`config.mk`:
```
export PLATFORM = sky130hd
export DESIGN_NAME = pipe_ctrl_flat
export DESIGN_NICKNAME = d
export VERILOG_FILES = /design/src/rtl/openmips_pkg.sv /design/src/rtl/pipe_ctrl_if.sv /design/src/rtl/pipe_ctrl_prio_enc.sv /design/src/rtl/pipe_ctrl.sv /design/src/flat_wrapper.sv
export SDC_FILE = /design/constraint.sdc
export NUM_CORES = 1
export LEC_CHECK = 0
export BUFFER_PORTS_ARGS = -buffer_cell sky130_fd_sc_hd__buf_2
export CAP_MARGIN = 20
export CORE_MARGIN = 3
export CORE_UTILIZATION = 43
export DETAILED_ROUTE_END_ITERATION = 6
export PLACE_DENSITY = 0.8
export SLEW_MARGIN = 30
export SYNTH_ARGS = -nofsm -noshare
export SYNTH_HDL_FRONTEND = slang
export SYNTH_SLANG_ARGS = --single-unit
```
`constraint.sdc`:
```
create_clock -name clk -period 2.46 [get_ports clk]
set_input_delay 0.123 -clock clk [delete_from_list [all_inputs] [get_ports clk]]
set_output_delay 0.123 -clock clk [all_outputs]
set_load 0.1 [all_outputs]
```
`src/rtl/openmips_pkg.sv`:
```
// rtl/openmips_pkg.sv - shared pipeline-control defaults and width helpers
package openmips_pkg;

  localparam int STAGES_DEF  = 5;
  localparam int ADDR_W_DEF  = 32;
  localparam int STALL_W_DEF = STAGES_DEF + 1;

  // Stall vector carries one extra bit for the PC in front of stage 0.
  function automatic int stall_width(input int stages);
    return stages + 1;
  endfunction

endpackage

```
`src/rtl/pipe_ctrl_if.sv`:
```
// rtl/pipe_ctrl_if.sv - stall/flush request and control bundle between stages and pipe_ctrl
interface pipe_ctrl_if
  import openmips_pkg::*;
#(
  parameter int STAGES = STAGES_DEF,
  parameter int ADDR_W = ADDR_W_DEF
);

  logic [STAGES-1:0] stallreq_i;
  logic              flush_i;
  logic [ADDR_W-1:0] flush_pc_i;
  logic [STAGES:0]   stall_o;
  logic              flush_o;
  logic [ADDR_W-1:0] new_pc_o;
  logic [STAGES-1:0] valid_o;
  logic [31:0]       stall_cnt_o;

  modport master (
    output stallreq_i, flush_i, flush_pc_i,
    input  stall_o, flush_o, new_pc_o, valid_o, stall_cnt_o
  );

  modport slave (
    input  stallreq_i, flush_i, flush_pc_i,
    output stall_o, flush_o, new_pc_o, valid_o, stall_cnt_o
  );

endinterface

```
`src/rtl/pipe_ctrl_prio_enc.sv`:
```
// rtl/pipe_ctrl_prio_enc.sv - highest-set-bit priority encoder
module prio_enc #(
  parameter  int WIDTH = 5,
  localparam int IDX_W = (WIDTH > 1) ? $clog2(WIDTH) : 1
) (
  input  logic [WIDTH-1:0] i_req,
  output logic [IDX_W-1:0] idx,
  output logic             any
);

  always_comb begin
    idx = '0;
    any = 1'b0;
    for (int k = 0; k < WIDTH; k++) begin
      if (i_req[k]) begin
        idx = IDX_W'(k);
        any = 1'b1;
      end
    end
  end

endmodule

```
`src/rtl/pipe_ctrl.sv`:
```
// rtl/pipe_ctrl.sv - pipeline stall/flush controller; PIPE_CTRL_PERF_EN enables the stall-cycle counter
module pipe_ctrl
  import openmips_pkg::*;
#(
  parameter int STAGES = STAGES_DEF,
  parameter int ADDR_W = ADDR_W_DEF
) (
  input  logic          clk,
  input  logic          rst,
  pipe_ctrl_if.slave    bus
);

  localparam int IDX_W   = (STAGES > 1) ? $clog2(STAGES) : 1;
  localparam int STALL_W = stall_width(STAGES);

  logic [IDX_W-1:0]   w_idx;
  logic               w_any;
  logic [STALL_W-1:0] w_stall;
  logic [STAGES-1:0]  w_shift;
  logic [STAGES-1:0]  w_valid_nxt;

  logic               r_flush;
  logic [ADDR_W-1:0]  r_new_pc;
  logic [STAGES-1:0]  r_valid;

  prio_enc #(.WIDTH(STAGES)) u_prio_enc (
    .i_req (bus.stallreq_i),
    .idx   (w_idx),
    .any   (w_any)
  );

  // A flush in progress (or reset) masks every stall request.
  always_comb begin
    w_stall = '0;
    if (rst && !r_flush && w_any) begin
      for (int j = 0; j < STALL_W; j++) begin
        if (j <= int'(w_idx) + 1) w_stall[j] = 1'b1;
      end
    end
  end

  assign w_shift = {r_valid[STAGES-2:0], 1'b1};

  // Held stages keep their bit, the first unheld stage gets a bubble, the rest advance.
  always_comb begin
    w_valid_nxt = '0;
    for (int j = 0; j < STAGES; j++) begin
      if (w_stall[j+1])  w_valid_nxt[j] = r_valid[j];
      else if (w_stall[j]) w_valid_nxt[j] = 1'b0;
      else               w_valid_nxt[j] = w_shift[j];
    end
  end

  always_ff @(posedge clk) begin
    if (!rst) begin
      r_flush  <= 1'b0;
      r_new_pc <= '0;
      r_valid  <= '0;
    end else begin
      r_flush <= bus.flush_i;
      if (bus.flush_i) r_new_pc <= bus.flush_pc_i;
      r_valid <= bus.flush_i ? '0 : w_valid_nxt;
    end
  end

`ifdef PIPE_CTRL_PERF_EN
  logic [31:0] r_stall_cnt;

  always_ff @(posedge clk) begin
    if (!rst) begin
      r_stall_cnt <= '0;
    end else if (w_stall[0] && !r_flush && (r_stall_cnt != 32'hFFFF_FFFF)) begin
      r_stall_cnt <= r_stall_cnt + 32'd1;
    end
  end

  assign bus.stall_cnt_o = r_stall_cnt;
`else
  assign bus.stall_cnt_o = '0;
`endif

  assign bus.stall_o  = w_stall;
  assign bus.flush_o  = r_flush;
  assign bus.new_pc_o = r_new_pc;
  assign bus.valid_o  = r_valid;

endmodule
```
`src/flat_wrapper.sv`:
```
// flat-port wrapper written by rule: the top's interface ports become plain ports
module pipe_ctrl_flat import openmips_pkg::*;
#(
  parameter int STAGES = STAGES_DEF,
  parameter int ADDR_W = ADDR_W_DEF
)
  (clk, rst, bus_stallreq_i, bus_flush_i, bus_flush_pc_i, bus_stall_o, bus_flush_o, bus_new_pc_o, bus_valid_o, bus_stall_cnt_o);
  pipe_ctrl_if #(.STAGES(STAGES), .ADDR_W(ADDR_W)) bus_i ();
  input  logic clk;
  input  logic rst;
  input wire logic [$bits(bus_i.stallreq_i)-1:0] bus_stallreq_i;
  input wire logic [$bits(bus_i.flush_i)-1:0] bus_flush_i;
  input wire logic [$bits(bus_i.flush_pc_i)-1:0] bus_flush_pc_i;
  output wire logic [$bits(bus_i.stall_o)-1:0] bus_stall_o;
  output wire logic [$bits(bus_i.flush_o)-1:0] bus_flush_o;
  output wire logic [$bits(bus_i.new_pc_o)-1:0] bus_new_pc_o;
  output wire logic [$bits(bus_i.valid_o)-1:0] bus_valid_o;
  output wire logic [$bits(bus_i.stall_cnt_o)-1:0] bus_stall_cnt_o;
  assign bus_i.stallreq_i = bus_stallreq_i;
  assign bus_i.flush_i = bus_flush_i;
  assign bus_i.flush_pc_i = bus_flush_pc_i;
  assign bus_stall_o = bus_i.stall_o;
  assign bus_flush_o = bus_i.flush_o;
  assign bus_new_pc_o = bus_i.new_pc_o;
  assign bus_valid_o = bus_i.valid_o;
  assign bus_stall_cnt_o = bus_i.stall_cnt_o;
  pipe_ctrl #(.STAGES(STAGES), .ADDR_W(ADDR_W)) u_core (.clk(clk), .rst(rst), .bus(bus_i));
endmodule
```
==> run_results.csv <==
group,metric,value,unit
run_status,outcome,"complete, no violations",
clock_network,post-cts-setup-buffer-count,0,
logic_synthesis,synth_largest_area_cell,"dfxtp_1",
detailed_routing,drt.antenna.violating_nets,0,
pwr,cell_internal_pwr,1.05,mW
worst_setup_path,rrSetupSlack,1.29,ns
timing,final.min_clock_period,2.03,ns
global_route,grt_max_degree,36,
clock_network,cts-htree-levels,2,
timing,rsz0062_at_grt,"false",
place,detailed_place_hpwl,2830,um
detailed_routing,postRouteWirelength,3650,um
worst_setup_path,crit_arrival,1.90,ns
worst_setup_path,critPathKind,"input port to output pin",
finish,num_antenna_cells,0,
global_route,grt_pass1_wl,5740,um
pwr,power.clock.fraction,0.274,
logic_synthesis,synth.most_common_cell,"nor2_1",
worst_setup_path,worstSetupEndpointType,"output pin",
logic_synthesis,synth_xor_xnor_area_share,0.00485,
timing,final.hold.worst_slack,0.0667,ns
worst_setup_path,highest_net_fanout_along_the_worst_path,4,
clock_network,cts_tree,"done",
clock_network,cts_resized,0,
timing,maxSlewViolCount,0,
die,die_area,5020,sq um
global_route,antenna_found_initial,0,
pwr,net-switching-power,0.827,mW
clock_network,cts_buffer_depth,2,
global_route,first_global_vias,1312,
logic_synthesis,number_of_flops_mapped_to_enable_cells_by_yosys,0,
clock_network,clock-root-buffer,"clkbuf_8",
logic_synthesis,yosys-top-cells-count,"nor2_1 (39), dfxtp_1 (38), buf_4 (33), mux2i_1 (33), inv_1 (4)",
finish,stdcell_count,321,
die,fp.coreArea,3850,sq um
detailed_routing,route.detailed.drc,0,
timing,timing_worst_slew_pin_value,0.589,ns
pwr,switching_share,0.441,
die,dieHeight,70.8,um
worst_setup_path,crit_path_max_incr_delay,0.41,ns
logic_synthesis,compound_gate_fraction_of_synth_area,0.0602,
logic_synthesis,synth_area_leaders,"dfxtp_1 (42%), mux2i_1 (18%), buf_4 (14%)",
finish,final_layout_size_suffix_gt1_frac,0.370,
logic_synthesis,netlist-cell-type-count,31,
worst_setup_path,crit_chain,"buf_2 -> nor2b_1 -> nor2_1 -> nor2_1 -> ha_1 -> nand2b_1 -> o21ai_0 -> o211ai_2 -> inv_1 -> buf_2",
worst_setup_path,path_depth_of_the_worst_reg2reg_path,4,
detailed_routing,detail_route.wl_per_cell,11.4,um
clock_network,cts.hold.buffers_added,0,
logic_synthesis,postSynth.asyncResetShare,0,
detailed_routing,detailroute.via_count,1440,
finish,fillers,347,
global_route,gr_util_all_layers,0.144,
hold_path,holdCritPathClass,"input port to flop",
timing,max_clock_skew,0.000394,ns
logic_synthesis,syn-instance-count,190,
die,placement_rows,22,
pwr,power_frac_seq,0.355,
timing,period_share,0.823,
place,place.gp.congestion,0.745,
timing,slew_headroom,0.607,
place,place.detailed.instances,313,
worst_setup_path,critPathSlowestCell,"buf_2",
logic_synthesis,synth_warnings,0,
logic_synthesis,post_synth_fa_ha_maj_area_fraction,0.0208,
logic_synthesis,synth.avg_cell_area,9.51,sq um
die,initial_utilization,0.469,
timing,setup_ws,0.434,ns
finish,layout-area-overhead-vs-synth,24.1,%
clock_network,cts.reportedPaths.clkPinSlew,0.07,ns
detailed_routing,drt-vias-per-instance,4.49,
job,maxCapViolations,0,
die,floorplan.io_pins,116,
place,place_worst_setup_slack,0.449,ns
global_route,globalRoute.totalOverflow,0,
timing,finalHoldViolCount,0,
hold_path,worstHoldPathCells,3,
place,io_buffer_count,83,
logic_synthesis,synth.ff_latch_count,38,
timing,finalSetupViolations,0,
die,die-width,70.8,um
pwr,power-per-cell-area,837,nW/um^2
timing,clock.fmax,494,MHz
pwr,power.leakage,1.24,nW
logic_synthesis,proportion_of_synthesized_area_in_mux_cells,0.183,
clock_network,cts_buffers,5,
pwr,comb_power_share,0.371,
logic_synthesis,synth_top_family_by_area,"multiplexers",
timing,tns,0,ns
finish,postLayoutCoreUtil,0.582,
clock_network,cts_num_sinks,38,
detailed_routing,drt_pass1_iterations,2,
logic_synthesis,yosysTopAreaCellShare,0.421,
logic_synthesis,synth-seq-area-share,0.421,
clock_network,worst_skew_late_latency,0.28,ns
finish,num-nets-final,315,
worst_setup_path,startpoint_type,"input port",
logic_synthesis,synth-main-ff-cell,"dfxtp_1",
pwr,max-vdd-ir-drop,0.408,mV
logic_synthesis,yosys.area_share.simple,0.135,
detailed_routing,dr.first_iter.drc_count,32,
worst_setup_path,worst-endpoint-required,2.34,ns
logic_synthesis,netlist_area,1810,sq um
[worst paths after layout]
kind,startpoint,end
hold reg to reg,u_core.bus.valid_o[2],u_core.bus.valid_o[2]
setup reg to reg,u_core.bus.flush_o,u_core.bus.valid_o[1]
setup / recovery,bus_stallreq_i[1],bus_stall_o[3]
hold / removal,bus_flush_pc_i[23],u_core.bus.new_pc_o[23]
[placed cells by master, fill, tap and decap left out, drive strengths merged]
cell / n
buf: 84
nor2: 39
dfxtp: 38
mux2i: 33
conb: 32
clkbuf: 6
inv: 5
and2: 4
o21ai: 4
nand2: 3
ha: 3
nor3: 3
nor2b: 2
a32o: 2
nor3b: 2
a21oi: 2
xnor2: 1
a211o: 1
nand2b: 1
clkinv: 1
o211ai: 1
o211a: 1
nor4: 1
o31ai: 1
o221a: 1
clkinvlp: 1
bufinv: 1
[cell families (layout without fill, tap and decap cells)]
logic type,after synthesis,count (layout)
AND/OR/NAND/NOR,55,55
AO/OA/AOI/OAI,13,13
other,1,32
XOR/XNOR,1,1
adder cells (fa/ha/maj),3,3
buffers and inverters,46,98
flip-flops,38,38
multiplexers,33,33
[stage by stage]
step	power, mW	cell area (sq um)
final	1.88	2240
after global routing	1.96	2240
after CTS	1.90	2240
after detailed placement	1.38	2130
after global placement	1.37	2130
after floorplan	1.33	1930
[per-layer routing]
metal / vias to the layer above / GRT usage / routed length [um]
met5: - / 0 / 0
li1: 722 / - / -
met1: 633 / 0.181 / 1540
met4: 0 / 0.0752 / 44
met2: 79 / 0.219 / 1670
met3: 6 / 0.0469 / 389
[worst max-delay path, delay by kind of cell]
kind                     cells  cell delay [ns]
AND/OR/NAND/NOR              4             0.61
adder cells (fa/ha/maj)      1             0.24
buffers and inverters        3             0.57
AO/OA/AOI/OAI                2             0.36
[layout make-up]
| class | count | area (sq um) | area share |
|---|---|---|---|
| clock buffer | 6 | 72.6 | 0.0324 |
| inverter | 6 | 27.5 | 0.0123 |
| tap | 48 | 60.1 | 0.0268 |
| timing repair buffer | 84 | 423 | 0.189 |
| clock inverter | 2 | 37.5 | 0.0167 |
| sequential | 38 | 761 | 0.339 |
| multi-input combinational | 137 | 861 | 0.384 |
[state kept, by name, summed over array words and instances, names as in the netlist]
register and flops:
u_core.bus.flush_o 1, u_core.bus.new_pc_o 32, u_core.bus.valid_o 5
[power groups by stage]
stage          combinational [mW]  sequential [mW]  clock (mW)
2_1_floorplan               0.413            0.918           0
3_3_place_gp                0.693            0.678           0
3_5_place_dp                0.699            0.679           0
4_1_cts                     0.698            0.666       0.532
5_1_grt                     0.722            0.670       0.567
6_report                    0.697            0.666       0.513
Note: power is estimated with default switching activity, not from simulation.
